`config.mk`:
```
export PLATFORM = sky130hd
export DESIGN_NAME = fetch_unit
export DESIGN_NICKNAME = d
export VERILOG_FILES = /design/src/rtl/cpu_pkg.sv /design/src/rtl/fetch_fifo.sv /design/src/rtl/fetch_unit.sv
export SDC_FILE = /design/constraint.sdc
export NUM_CORES = 1
export LEC_CHECK = 0
export BUFFER_PORTS_ARGS = -buffer_cell sky130_fd_sc_hd__buf_2
export CAP_MARGIN = 15
export CORE_MARGIN = 4
export CORE_UTILIZATION = 25
export DETAILED_ROUTE_END_ITERATION = 8
export GPL_TIMING_DRIVEN = 0
export PLACE_DENSITY = 0.41
export SLEW_MARGIN = 30
export SYNTH_ARGS = -nofsm -noshare
export SYNTH_HDL_FRONTEND = slang
export SYNTH_HIERARCHICAL = 1
export SYNTH_SLANG_ARGS = --single-unit
```
`constraint.sdc`:
```
create_clock -name clk -period 2.6 [get_ports clk]
set_clock_uncertainty 0.2 [all_clocks]
set_input_delay 0.39 -clock clk [delete_from_list [all_inputs] [get_ports clk]]
set_output_delay 0.39 -clock clk [all_outputs]
set_load 0.03 [all_outputs]
```
`src/rtl/cpu_pkg.sv`:
```
// cpu_pkg: shared widths, reset PC and fetch entry type for the 19-bit CPU
package cpu_pkg;
  localparam int ADDR_W = 19;
  localparam int INSTR_W = 19;
  localparam logic [ADDR_W-1:0] DEFAULT_RESET_PC = '0;
  typedef struct packed {
    logic [ADDR_W-1:0]  pc;
    logic [INSTR_W-1:0] instr;
  } fetch_entry_t;
endpackage

```
`src/rtl/fetch_fifo.sv`:
```
// fetch_fifo: DEPTH-entry prefetch queue of fetch entries; flush beats push
module fetch_fifo import cpu_pkg::*; #(
  parameter int DEPTH = 4
) (
  input  logic                     clk,
  input  logic                     flush,
  input  logic                     push,
  input  logic                     pop,
  input  fetch_entry_t             din,
  output fetch_entry_t             dout,
  output logic [$clog2(DEPTH):0]   count
);
  localparam int AW = $clog2(DEPTH);
  fetch_entry_t mem [DEPTH];
  logic [AW-1:0] rd, wr;
  // entry storage; contents are only visible through count, so no reset
  always_ff @(posedge clk)
    if (push && !flush) mem[wr] <= din;
  // pointers and occupancy; pointers wrap naturally as DEPTH is a power of two
  always_ff @(posedge clk) begin
    if (flush) begin
      rd    <= '0;
      wr    <= '0;
      count <= '0;
    end else begin
      if (push) wr <= wr + 1'b1;
      if (pop) rd <= rd + 1'b1;
      count <= count + {{AW{1'b0}}, push} - {{AW{1'b0}}, pop};
    end
  end
  assign dout = mem[rd];
endmodule

```
`src/rtl/fetch_unit.sv`:
```
// fetch_unit: owns the fetch PC, issues credit-limited imem reads and queues results for decode
module fetch_unit import cpu_pkg::*; #(
  parameter int                DEPTH    = 4,
  parameter logic [ADDR_W-1:0] RESET_PC = DEFAULT_RESET_PC
) (
  input  logic               clk,
  input  logic               reset,
  output logic               imem_req,
  output logic [ADDR_W-1:0]  imem_addr,
  input  logic [INSTR_W-1:0] imem_rdata,
  input  logic               redirect_valid,
  input  logic [ADDR_W-1:0]  redirect_pc,
  output logic               out_valid,
  output logic [INSTR_W-1:0] out_instr,
  output logic [ADDR_W-1:0]  out_pc,
  input  logic               out_ready
);
  localparam int CW = $clog2(DEPTH) + 1;
  logic [ADDR_W-1:0] fpc, inf_pc;
  logic              inf;
  logic [CW-1:0]     occ;
  fetch_entry_t      head;
  // a read is only issued when the queue is guaranteed room for its data
  assign imem_req  = !reset && !redirect_valid && (occ + CW'(inf) < CW'(DEPTH));
  assign imem_addr = reset ? RESET_PC : fpc;
  assign out_valid = occ != '0;
  assign out_instr = out_valid ? head.instr : '0;
  assign out_pc    = out_valid ? head.pc : '0;
  // fetch PC and in-flight tracking; redirect kills the outstanding read
  always_ff @(posedge clk) begin
    if (reset) begin
      fpc    <= RESET_PC;
      inf    <= 1'b0;
      inf_pc <= '0;
    end else if (redirect_valid) begin
      fpc <= redirect_pc;
      inf <= 1'b0;
    end else begin
      inf <= imem_req;
      if (imem_req) begin
        fpc    <= fpc + 1'b1;
        inf_pc <= fpc;
      end
    end
  end
  fetch_fifo #(.DEPTH(DEPTH)) u_fifo (
    .clk   (clk),
    .flush (reset || redirect_valid),
    .push  (inf && !redirect_valid && !reset),
    .pop   (out_valid && out_ready),
    .din   ('{pc: inf_pc, instr: imem_rdata}),
    .dout  (head),
    .count (occ)
  );
endmodule

```
==> metrics.txt, run 1 <==
# TYPE chip_impl_metric gauge
chip_impl_metric{name="intPower",unit="W"} 0.00501
chip_impl_metric{name="dr.first_iter.drc_count",unit=""} 296
chip_impl_metric{name="final_core_util",unit="%"} 31.5
chip_impl_metric{name="die_height",unit="µm"} 189
chip_impl_metric{name="reg2regPathDepth",unit=""} 9
chip_impl_metric{name="synth-edff-count",unit=""} 152
chip_impl_metric{name="insertedDiodeCount",unit=""} 0
chip_impl_info{name="cts_tree",value="done"} 1
chip_impl_metric{name="mappedNetlistArea",unit="µm²"} 8200
chip_impl_metric{name="fp.coreArea",unit="µm²"} 32500
chip_impl_metric{name="numPortBuffers",unit=""} 100
chip_impl_metric{name="grt_pass1_wl",unit="µm"} 30400
chip_impl_metric{name="initial_antenna_violation_count",unit=""} 0
chip_impl_metric{name="post_route_cells_drive_above_1_share",unit="%"} 30.6
chip_impl_metric{name="fmax",unit="MHz"} 396
chip_impl_info{name="synth_top_family_by_area",value="simple AND/OR/NAND/NOR gates"} 1
chip_impl_metric{name="final_max_slew_viol_count",unit=""} 0
chip_impl_metric{name="synth.mux.area_fraction",unit="%"} 10.7
chip_impl_metric{name="dieArea",unit="µm²"} 35800
chip_impl_metric{name="required",unit="ps"} 2010
chip_impl_info{name="setup.worst_path.start_class",value="flop"} 1
chip_impl_metric{name="fp-row-count",unit=""} 66
chip_impl_metric{name="flop_pwr_share",unit="%"} 53.3
chip_impl_metric{name="worst_setup_hold_path_clk_slew",unit="ps"} 80
chip_impl_metric{name="floorplan.die.width",unit="µm"} 189
chip_impl_metric{name="drtAntennaViolNets",unit=""} 0
chip_impl_metric{name="crit_path_max_fanout",unit=""} 6
chip_impl_metric{name="postSynthNetCount",unit=""} 586
chip_impl_metric{name="detail_route.wl_per_cell",unit="µm"} 17.2
chip_impl_info{name="hold_class",value="in -> reg"} 1
chip_impl_info{name="status",value="completed"} 1
chip_impl_metric{name="globalRouteTotalUtil",unit="%"} 11.0
chip_impl_metric{name="wl",unit="µm"} 19600
chip_impl_metric{name="cts_buf_count",unit=""} 17
chip_impl_metric{name="globalRouteOverflowTotal",unit=""} 0
chip_impl_metric{name="synth_simple_gate_area_share",unit="%"} 12.9
chip_impl_metric{name="finalHoldViolations",unit=""} 0
chip_impl_info{name="clk_root_buffer_cell",value="clkbuf_16"} 1
chip_impl_metric{name="yosysUniqueCellTypes",unit=""} 51
chip_impl_metric{name="first_global_vias",unit=""} 5242
chip_impl_metric{name="power.share.combinational",unit="%"} 6.3
chip_impl_info{name="grt_setup_unrepaired",value="yes"} 1
chip_impl_metric{name="total_switching_power",unit="W"} 0.00159
chip_impl_metric{name="finalWeightedCongestion",unit=""} 0.832
chip_impl_metric{name="avgViaCountPerCell",unit=""} 4.35
chip_impl_info{name="most_common_cell_after_layout_fill_and_taps_aside",value="edfxtp_1"} 1
chip_impl_metric{name="synthesized_area_fraction_occupied_by_ao_oa_aoi_and_oai_cells",unit="%"} 4.21
chip_impl_metric{name="leakage",unit="nW"} 3.58
chip_impl_metric{name="regToRegSetupSlack",unit="ps"} 150
chip_impl_metric{name="cp_data_arrival_time",unit="ps"} 1940
chip_impl_metric{name="setup_viol",unit=""} 0
chip_impl_metric{name="mean_area_per_synthesized_cell",unit="µm²"} 15.3
chip_impl_info{name="timing_worst_setup_path_type",value="reg -> out"} 1
chip_impl_metric{name="grt_start_max_net_pins",unit=""} 39
chip_impl_metric{name="power_per_cell_area",unit="nW/µm²"} 645
chip_impl_metric{name="finalCriticalPeriod",unit="ps"} 2530
chip_impl_info{name="layout_common_cells",value="152 x edfxtp_1, 98 x buf_2, 57 x nor2b_1, 51 x nand2_1, 45 x dfxtp_1"} 1
chip_impl_metric{name="synthXorXnorAreaFrac",unit="%"} 0.610
chip_impl_info{name="r2r_start",value="u_fifo/count[2]"} 1
chip_impl_metric{name="ctsLongestPathBuffers",unit=""} 2
chip_impl_metric{name="numClockSinks",unit=""} 200
chip_impl_metric{name="vdd_ir_drop_max",unit="µV"} 407
chip_impl_metric{name="post-route-period-util",unit="%"} 97.1
chip_impl_metric{name="top_level_ports",unit=""} 101
chip_impl_metric{name="max_slew.worst_pin.slew",unit="ps"} 676
chip_impl_info{name="reg2reg_to",value="u_fifo/count[2]"} 1
chip_impl_metric{name="layout.nets",unit=""} 730
chip_impl_metric{name="cpPeakStageDelay",unit="ps"} 510
chip_impl_metric{name="worstSkewPairLatency",unit="ps"} 430
chip_impl_info{name="synth_flop_cell",value="edfxtp_1"} 1
chip_impl_metric{name="count_of_max_cap_constraint_violations",unit=""} 0
chip_impl_metric{name="relSlewSlack",unit="%"} 54.9
chip_impl_metric{name="clock_power_share",unit="%"} 40.5
chip_impl_metric{name="switching_fraction_of_total_power",unit="%"} 24.1
chip_impl_metric{name="starting_density_of_the_core",unit="%"} 25.3
chip_impl_metric{name="synth-warning-count",unit=""} 6
chip_impl_metric{name="post_synth_fa_ha_maj_area_fraction",unit="%"} 1.31
chip_impl_metric{name="dr.pass1.iters",unit=""} 4
chip_impl_metric{name="postSynthCellCount",unit=""} 536
chip_impl_info{name="crit_slowest_cell",value="mux4_2"} 1
chip_impl_info{name="worstHoldStart",value="redirect_pc[11]"} 1
chip_impl_metric{name="hold_depth",unit=""} 3
chip_impl_metric{name="asyncSetResetFlopFracSynth",unit="%"} 0
chip_impl_metric{name="syn2layout_area_growth",unit="%"} 24.8
chip_impl_metric{name="fill_cells",unit=""} 3224
chip_impl_metric{name="fraction_of_the_yosys_area_taken_by_sequential_cells",unit="%"} 67.4
chip_impl_info{name="cell_chain_critical_path",value="buf_12 > clkbuf_16 > mux4_2 > nor2b_1 > buf_2"} 1
chip_impl_metric{name="ctsHtreeMaxLevel",unit=""} 4
chip_impl_metric{name="routed-via-count",unit=""} 4940
chip_impl_metric{name="drc",unit=""} 0
chip_impl_metric{name="yosys_register_bits",unit=""} 200
chip_impl_info{name="hold_end",value="fpc[11]"} 1
chip_impl_info{name="worst_setup_path_end_kind",value="output port"} 1
chip_impl_metric{name="dp_hpwl",unit="µm"} 12900
chip_impl_metric{name="timing.hold.ws",unit="ps"} 34.7
## through the flow
stage          setup slack [ps]  TNS (ps)  total power [W]  std cells  cell area [µm²]
3_3_place_gp               -481    -56010          0.00396       1078             9260
4_1_cts                    15.7         0          0.00668       1131            10100
5_1_grt                   -5.15     -17.0          0.00687       1135            10200
6_report                   74.9         0          0.00660       1135            10200
3_5_place_dp               -524    -19520          0.00397       1078             9270
2_1_floorplan               103         0          0.00380        536             8210
## metal layers
metal / vias to the layer above / part of all wire, % / track usage (%)
met3: 13 / 4.4 / 2.80
met2: 133 / 46 / 17.3
met1: 2457 / 49 / 15.5
met4: 0 / 0.87 / 2.16
met5: - / 0 / 0
li1: 2337 / - / -
## kinds of logic after synthesis
logic type,after synthesis
muxes,40
AOI/OAI and AO/OA,47
and+or+nand+nor,188
DFF,200
xor gates and xnor gates,4
buffers and inverters,49
adders and majority gates,8
## state kept, by name (all words and copies together), names as in the netlist, named ones only
register,count
u_fifo/mem,152
u_fifo/rd,2
inf_pc,19
fpc,19
inf,1
u_fifo/wr,2
u_fifo/count,3
## cell type report
cell class	instances	area [µm²]	area share, %
Sequential cell	200	5530	54.0
Multi-Input combinational cell	287	2460	24.1
Timing Repair Buffer	126	796	7.78
Tap cell	442	553	5.40
Clock buffer	18	429	4.19
Buffer	33	226	2.21
Clock inverter	14	176	1.72
Inverter	15	60.1	0.587
## repair_timing
item,4_1_cts,5_1_grt
hold buffers,19,0
cloned,0,2
hold endpoints to repair,76,0
setup buffers,3,2
pin swaps,1,1
resized for setup,18,22
endpoints found under the setup margin,44,37
## cell usage after synthesis (3+ instances only)
| cell | n | area [µm²] |
|---|---|---|
| nand4_1 | 6 | 37.5 |
| and2_1 | 6 | 37.5 |
| dfxtp_1 | 48 | 961 |
| nand3_1 | 9 | 45.0 |
| buf_2 | 5 | 25.0 |
| ha_1 | 7 | 87.6 |
| o21ai_0 | 3 | 15.0 |
| or3_1 | 5 | 31.3 |
| a21oi_1 | 5 | 25.0 |
| nor2_1 | 14 | 52.6 |
| or4_1 | 8 | 60.1 |
| edfxtp_1 | 152 | 4560 |
| nand3b_1 | 19 | 143 |
| mux4_2 | 38 | 856 |
| clkbuf_1 | 23 | 86.3 |
| nand2_1 | 51 | 191 |
| a31oi_1 | 13 | 81.3 |
| inv_1 | 14 | 52.6 |
| xnor2_1 | 3 | 26.3 |
| o311ai_0 | 12 | 105 |
| nor2b_1 | 58 | 363 |
## how the worst max path moves through the flow
stage               startpoint         endpoint
4_1_cts                   flop        out_pc[9]
2_1_floorplan  u_fifo/count[0]  u_fifo/count[2]
5_1_grt                   flop        out_pc[9]
3_5_place_dp   u_fifo/count[1]  u_fifo/count[2]
3_3_place_gp   u_fifo/count[0]  u_fifo/count[2]
6_report                  flop        out_pc[0]
## power by group through the flow
stage	Clock (W)	Combinational [W]	Sequential (W)
final	0.00267	0.000414	0.00351
after global routing	0.00290	0.000454	0.00352
after CTS	0.00275	0.000413	0.00351
after detailed placement	0	0.000380	0.00359
after global placement	0	0.000375	0.00358
after floorplan	0	0.000238	0.00356
## critical path: cells and delay by family (launching register included)
kind / cells / cell delay (ps)
AND/OR/NAND/NOR: 1 / 140
flip-flops: 1 / 360
buffers and inverters: 3 / 490
multiplexers: 1 / 510
No activity file was read; power rests on OpenSTA's default activity.
==> run 2, diff against run 1 <==
--- a/config.mk
+++ b/config.mk
@@ -14,2 +14,3 @@
 export PLACE_DENSITY = 0.41
+export REMOVE_ABC_BUFFERS = 1
 export SLEW_MARGIN = 30
==> constraint.sdc (replaced) <==
create_clock -name clk -period 2.6 [get_ports clk]
set_clock_uncertainty 0.2 [all_clocks]
set_input_delay 0.52 -clock clk [delete_from_list [all_inputs] [get_ports clk]]
set_output_delay 0.52 -clock clk [all_outputs]
set_load 0.03 [all_outputs]
==> run 2 against run 1 <==
The run now ends with negative setup slack left. Utilization up 0.28 points. First-iteration DRC count fell by 18%. Non-clock buffer count down 33. Count of clock-buffer cells in the layout is 1 lower. Combinational power grew 5.1%. Wire length fell by 0.39%. Sequential share of layout area fell by 0.40 points. Total power shrank 1.8%. Maximum frequency is 3.0% lower. Sequential power is essentially flat. Critical path depth is the same. Worst hold slack better by 66 ps. Largest power group unchanged.
==> metrics.txt, run 2 (same netlist as run 1, synthesis figures left out) <==
# TYPE chip_impl_metric gauge
chip_impl_metric{name="fp.coreArea",unit="µm²"} 32500
chip_impl_metric{name="count_of_max_cap_constraint_violations",unit=""} 0
chip_impl_metric{name="dpl-instance-area",unit="µm²"} 9290
chip_impl_metric{name="postCtsHoldBufs",unit=""} 0
chip_impl_metric{name="numClockSinks",unit=""} 200
chip_impl_metric{name="flip_flop_count_of_the_largest_register_all_copies_and_words_added",unit=""} 152
chip_impl_metric{name="globalRouteOverflowTotal",unit=""} 0
chip_impl_metric{name="wl",unit="µm"} 19500
chip_impl_metric{name="drtAntennaViolNets",unit=""} 0
chip_impl_metric{name="ctsLongestPathBuffers",unit=""} 2
chip_impl_metric{name="power_per_cell_area",unit="nW/µm²"} 628
chip_impl_metric{name="max_slew.worst_pin.slew",unit="ps"} 578
chip_impl_metric{name="grt_start_max_net_pins",unit=""} 67
chip_impl_info{name="cts_tree",value="done"} 1
chip_impl_info{name="grt_setup_unrepaired",value="yes"} 1
chip_impl_info{name="cell_chain_critical_path",value="buf_4 > buf_16 > mux4_2 > nor2b_1 > buf_4"} 1
chip_impl_metric{name="cpPeakStageDelay",unit="ps"} 500
chip_impl_metric{name="final_max_slew_viol_count",unit=""} 0
chip_impl_metric{name="dr.first_iter.drc_count",unit=""} 242
chip_impl_metric{name="leakage",unit="nW"} 3.59
chip_impl_metric{name="top_level_ports",unit=""} 101
chip_impl_info{name="crit_slowest_cell",value="mux4_2"} 1
chip_impl_metric{name="post-route-period-util",unit="%"} 100
chip_impl_metric{name="detail_route.wl_per_cell",unit="µm"} 17.7
chip_impl_metric{name="finalWeightedCongestion",unit=""} 0.693
chip_impl_metric{name="ctsHtreeMaxLevel",unit=""} 4
chip_impl_info{name="largest_registers_in_the_final_layout",value="u_fifo/mem: 152 flops, fpc: 19 flops, inf_pc: 19 flops"} 1
chip_impl_metric{name="fp-row-count",unit=""} 66
chip_impl_info{name="hold_class",value="in -> reg"} 1
chip_impl_metric{name="avgViaCountPerCell",unit=""} 4.39
chip_impl_metric{name="drc",unit=""} 0
chip_impl_metric{name="dr.pass1.iters",unit=""} 4
chip_impl_metric{name="finalCriticalPeriod",unit="ps"} 2600
chip_impl_metric{name="worstSkewPairLatency",unit="ps"} 420
chip_impl_metric{name="timing.hold.ws",unit="ps"} 101
chip_impl_metric{name="first_global_vias",unit=""} 5032
chip_impl_metric{name="cts_buf_count",unit=""} 17
chip_impl_metric{name="dp_hpwl",unit="µm"} 12700
chip_impl_metric{name="worst_setup_hold_path_clk_slew",unit="ps"} 80
chip_impl_metric{name="final_core_util",unit="%"} 31.8
chip_impl_metric{name="starting_density_of_the_core",unit="%"} 25.3
chip_impl_metric{name="insertedDiodeCount",unit=""} 0
chip_impl_metric{name="finalHoldViolations",unit=""} 0
chip_impl_metric{name="grt_pass1_wl",unit="µm"} 29700
chip_impl_info{name="largest-register",value="u_fifo/mem"} 1
chip_impl_metric{name="layout.nets",unit=""} 697
chip_impl_metric{name="post_route_cells_drive_above_1_share",unit="%"} 34.1
chip_impl_metric{name="globalRouteTotalUtil",unit="%"} 10.9
chip_impl_metric{name="routed-via-count",unit=""} 4828
chip_impl_metric{name="numPortBuffers",unit=""} 100
chip_impl_info{name="setup.worst_path.start_class",value="flop"} 1
chip_impl_metric{name="floorplan.die.width",unit="µm"} 189
chip_impl_metric{name="die_height",unit="µm"} 189
chip_impl_info{name="status",value="finished with violations"} 1
chip_impl_metric{name="relSlewSlack",unit="%"} 61.2
chip_impl_metric{name="vdd_ir_drop_max",unit="µV"} 446
chip_impl_metric{name="setup_viol",unit=""} 1
chip_impl_info{name="timing_worst_setup_path_type",value="reg -> out"} 1
chip_impl_info{name="critical-path-top-cell-by-count",value="buf_4"} 1
chip_impl_info{name="layout_common_cells",value="152 x edfxtp_1, 63 x buf_2, 51 x nand2_1, 47 x nor2b_1, 43 x dfxtp_1"} 1
chip_impl_metric{name="finalInstanceArea",unit="µm²"} 10300
chip_impl_info{name="failed_checks",value="negative setup slack"} 1
chip_impl_metric{name="dieArea",unit="µm²"} 35800
chip_impl_metric{name="crit_path_max_fanout",unit=""} 6
chip_impl_metric{name="cp_num_buf_inv",unit=""} 3
chip_impl_info{name="worst_path_dominant_cell_family",value="multiplexers"} 1
chip_impl_info{name="clk_root_buffer_cell",value="clkbuf_16"} 1
chip_impl_metric{name="required",unit="ps"} 1880
chip_impl_metric{name="fin_ws",unit="ps"} -3.76
chip_impl_metric{name="fmax",unit="MHz"} 384
chip_impl_metric{name="syn2layout_area_growth",unit="%"} 25.9
chip_impl_metric{name="final_standard_cell_count_with_taps_included_and_fillers_excluded",unit=""} 1101
chip_impl_metric{name="initial_antenna_violation_count",unit=""} 0
chip_impl_info{name="worst_setup_path_end_kind",value="output port"} 1
chip_impl_info{name="most_common_cell_after_layout_fill_and_taps_aside",value="edfxtp_1"} 1
chip_impl_metric{name="cp_data_arrival_time",unit="ps"} 1880
chip_impl_metric{name="placedCellCount",unit=""} 1057
chip_impl_metric{name="fin_total_pwr",unit="W"} 0.00648
run 2: area by class of cell:
cell class	instances	area [µm²]
Fill cell	3222	22100
Sequential cell	200	5540
Multi-Input combinational cell	287	2550
Timing Repair Buffer	126	1060
Tap cell	442	553
Clock buffer	17	425
Clock inverter	14	131
Inverter	15	72.6
run 2: per-layer routing:
metal	part of all wire, %	GRT usage, %	vias to the layer above
met5	0	0	-
met3	4.2	2.65	11
met2	49	17.9	108
li1	-	-	2263
met4	0.97	2.35	0
met1	45	14.6	2446
run 2: stage by stage:
| stage | setup TNS (ps) | setup WS (ps) |
|---|---|---|
| floorplan | -94370 | -1780 |
| global placement | -537460 | -4980 |
| detailed placement | -75760 | -758 |
| CTS | -467 | -44.7 |
| global route | -1860 | -82.8 |
| finish | -3.76 | -3.76 |
run 2: final timing paths:
check	start	slack, ps	cells after the start	endpoint
setup / recovery	flop	-4	5	out_pc[11]
setup reg to reg	fpc[0]	170	5	fpc[18]
hold / removal	imem_rdata[12]	100	1	u_fifo/mem[3][12]
hold reg to reg	inf_pc[2]	310	0	u_fifo/mem[0][21]
run 2: timing repair:
action	4_1_cts	5_1_grt
gates resized for setup	58	33
pin swaps	2	2
endpoints found under the setup margin	147	39
cloned	0	3
buffers inserted	7	3
run 2: power breakdown:
part / leakage, nW / internal, W / switching [W]
clock: 0.274 / 0.00127 / 0.00126
combinational: 1.51 / 0.000178 / 0.000257
sequential: 1.80 / 0.00346 / 0.0000535
==> run 3, diff against run 2 <==
- CAP_MARGIN: 15 -> 20
- SETUP_SLACK_MARGIN: not set -> 0.1
==> run 3 against run 2 <==
The run still ends with negative setup slack left. Total power up 0.28%. Via count about the same. Clock power about the same. Largest cell class unchanged. Maximum frequency about the same. Combinational power up 4.6%.
==> metrics.txt, run 3 (same netlist as run 1, synthesis figures left out) <==
# TYPE chip_impl_metric gauge
chip_impl_info{name="status",value="finished with violations"} 1
chip_impl_info{name="failed_checks",value="negative setup slack"} 1
chip_impl_metric{name="cpPeakStageDelay",unit="ps"} 500
chip_impl_metric{name="first_global_vias",unit=""} 5033
chip_impl_metric{name="layout.nets",unit=""} 703
chip_impl_metric{name="dieArea",unit="µm²"} 35800
chip_impl_metric{name="ctsLongestPathBuffers",unit=""} 2
chip_impl_info{name="timing_worst_setup_path_type",value="reg -> out"} 1
chip_impl_metric{name="finalCriticalPeriod",unit="ps"} 2600
chip_impl_metric{name="placedCellCount",unit=""} 1057
chip_impl_metric{name="numClockSinks",unit=""} 200
chip_impl_metric{name="fmax",unit="MHz"} 384
chip_impl_info{name="setup.worst_path.start_class",value="flop"} 1
chip_impl_metric{name="relSlewSlack",unit="%"} 61.3
chip_impl_metric{name="dr.pass1.iters",unit=""} 4
chip_impl_metric{name="dp_hpwl",unit="µm"} 12700
chip_impl_metric{name="setup_viol",unit=""} 1
chip_impl_metric{name="dp_worst_setup_slack",unit="ps"} -758
chip_impl_metric{name="wl",unit="µm"} 19500
chip_impl_metric{name="final_max_slew_viol_count",unit=""} 0
chip_impl_metric{name="fp-row-count",unit=""} 66
chip_impl_metric{name="dpl-instance-area",unit="µm²"} 9290
chip_impl_metric{name="globalRouteMet3Util",unit="%"} 2.67
chip_impl_metric{name="required",unit="ps"} 1880
chip_impl_info{name="grt_setup_unrepaired",value="yes"} 1
chip_impl_metric{name="fin_ws",unit="ps"} -4.32
chip_impl_metric{name="worst_setup_hold_path_clk_slew",unit="ps"} 80
chip_impl_metric{name="finalInstanceArea",unit="µm²"} 10400
chip_impl_info{name="clk_root_buffer_cell",value="clkbuf_16"} 1
chip_impl_metric{name="top_level_ports",unit=""} 101
chip_impl_metric{name="grt_use_met2",unit="%"} 17.9
chip_impl_metric{name="vdd_ir_drop_max",unit="µV"} 448
chip_impl_metric{name="ctsHtreeMaxLevel",unit=""} 4
chip_impl_info{name="critical-path-top-cell-by-count",value="buf_4"} 1
chip_impl_metric{name="post-route-period-util",unit="%"} 100
chip_impl_metric{name="cp_data_arrival_time",unit="ps"} 1880
chip_impl_metric{name="fin_total_pwr",unit="W"} 0.00650
chip_impl_info{name="worst_setup_path_end_kind",value="output port"} 1
chip_impl_metric{name="grtUsageMet1",unit="%"} 14.6
chip_impl_metric{name="floorplan.die.width",unit="µm"} 189
chip_impl_metric{name="grt_start_max_net_pins",unit=""} 67
chip_impl_metric{name="drtAntennaViolNets",unit=""} 0
chip_impl_metric{name="dr.first_iter.drc_count",unit=""} 268
chip_impl_metric{name="detail_route.wl_per_cell",unit="µm"} 17.6
chip_impl_metric{name="finalHoldViolations",unit=""} 0
chip_impl_metric{name="numPortBuffers",unit=""} 100
chip_impl_metric{name="leakage",unit="nW"} 3.63
chip_impl_metric{name="crit_path_max_fanout",unit=""} 6
chip_impl_metric{name="grt_pass1_wl",unit="µm"} 29700
chip_impl_info{name="most_common_cell_after_layout_fill_and_taps_aside",value="edfxtp_1"} 1
chip_impl_metric{name="cts_buf_count",unit=""} 17
chip_impl_metric{name="globalRouteOverflowTotal",unit=""} 0
chip_impl_info{name="most_crowded_layer_after_global_routing",value="met2"} 1
chip_impl_metric{name="worstSkewPairLatency",unit="ps"} 420
chip_impl_metric{name="drc",unit=""} 0
chip_impl_metric{name="post_route_cells_drive_above_1_share",unit="%"} 35.6
chip_impl_info{name="cell_chain_critical_path",value="buf_4 > buf_16 > mux4_2 > nor2b_1 > buf_4"} 1
chip_impl_info{name="largest-register",value="u_fifo/mem"} 1
chip_impl_metric{name="finalWeightedCongestion",unit=""} 0.693
chip_impl_metric{name="flip_flop_count_of_the_largest_register_all_copies_and_words_added",unit=""} 152
chip_impl_info{name="hold_class",value="in -> reg"} 1
chip_impl_metric{name="power_per_cell_area",unit="nW/µm²"} 623
chip_impl_metric{name="avgViaCountPerCell",unit=""} 4.36
chip_impl_metric{name="postCtsHoldBufs",unit=""} 0
chip_impl_metric{name="routed-via-count",unit=""} 4827
chip_impl_metric{name="insertedDiodeCount",unit=""} 0
chip_impl_info{name="crit_slowest_cell",value="mux4_2"} 1
chip_impl_metric{name="initial_antenna_violation_count",unit=""} 0
chip_impl_info{name="layout_common_cells",value="152 x edfxtp_1, 58 x buf_2, 51 x nand2_1, 45 x nor2b_1, 41 x dfxtp_1"} 1
chip_impl_info{name="largest_registers_in_the_final_layout",value="u_fifo/mem: 152 flops, fpc: 19 flops, inf_pc: 19 flops"} 1
chip_impl_metric{name="globalRouteTotalUtil",unit="%"} 10.9
chip_impl_metric{name="die_height",unit="µm"} 189
chip_impl_metric{name="final_standard_cell_count_with_taps_included_and_fillers_excluded",unit=""} 1107
chip_impl_metric{name="fp.coreArea",unit="µm²"} 32500
chip_impl_metric{name="syn2layout_area_growth",unit="%"} 27.3
chip_impl_metric{name="count_of_max_cap_constraint_violations",unit=""} 0
chip_impl_metric{name="fin_tns_setup",unit="ps"} -4.32
chip_impl_metric{name="max_slew.worst_pin.slew",unit="ps"} 577
chip_impl_metric{name="starting_density_of_the_core",unit="%"} 25.3
chip_impl_info{name="cts_tree",value="done"} 1
run 3: changes by cell type in the layout (fill, tap and decap cells not counted), moves of 2 or more:
cell	delta
dfxtp_1	-2
buf_2	-5
nor2b_4	+2
buf_4	+7
buf_6	+2
dfxtp_4	+2
nor2b_1	-2
run 3: report_power, final:
part / switching, W / internal, W / leakage [nW]
registers: 0.0000537 / 0.00346 / 1.80
clock network: 0.00126 / 0.00127 / 0.274
logic: 0.000261 / 0.000194 / 1.55
total: 0.00157 / 0.00493 / 3.63
run 3: layer usage:
layer	vias up	share of wire [%]
li1	2274	-
met2	109	49
met4	0	0.97
met1	2432	45
met3	12	4.1
met5	-	0
run 3: cell type report:
| type | count | area, µm² |
|---|---|---|
| Tap cell | 442 | 553 |
| Clock buffer | 17 | 425 |
| Sequential cell | 200 | 5540 |
| Multi-Input combinational cell | 287 | 2570 |
| Timing Repair Buffer | 132 | 1140 |
| Clock inverter | 14 | 131 |
| Inverter | 15 | 72.6 |
| Fill cell | 3211 | 22000 |
run 3: critical path: cells and delay by family, from the launching register on:
| kind | cells | cell delay (ps) |
|---|---|---|
| flip-flops | 1 | 380 |
| buffers and inverters | 3 | 430 |
| multiplexers | 1 | 500 |
| AND/OR/NAND/NOR | 1 | 150 |
run 3: repair_timing:
action / 4_1_cts / 5_1_grt
setup endpoints to repair: 153 / 42
pin swaps: 2 / 2
resized for setup: 66 / 44
gates cloned: 0 / 3
buffers inserted: 7 / 9
run 3: per-stage QoR:
stage	hold WS [ps]	utilization, %
finish	99.2	32.2
global route	79.1	32.2
CTS	78.0	31.2
detailed placement	295	28.6
global placement	278	28.0
floorplan	252	-
run 3: final timing paths:
kind | start | endpoint | slack (ps) | cells after the start
worst max-delay path | flop | out_pc[11] | -4 | 5
worst min-delay path | imem_rdata[12] | u_fifo/mem[3][12] | 100 | 1
worst max register to register | u_fifo/count[0] | u_fifo/count[2] | 250 | 9
worst min register to register | fpc[16] | inf_pc[16] | 310 | 2
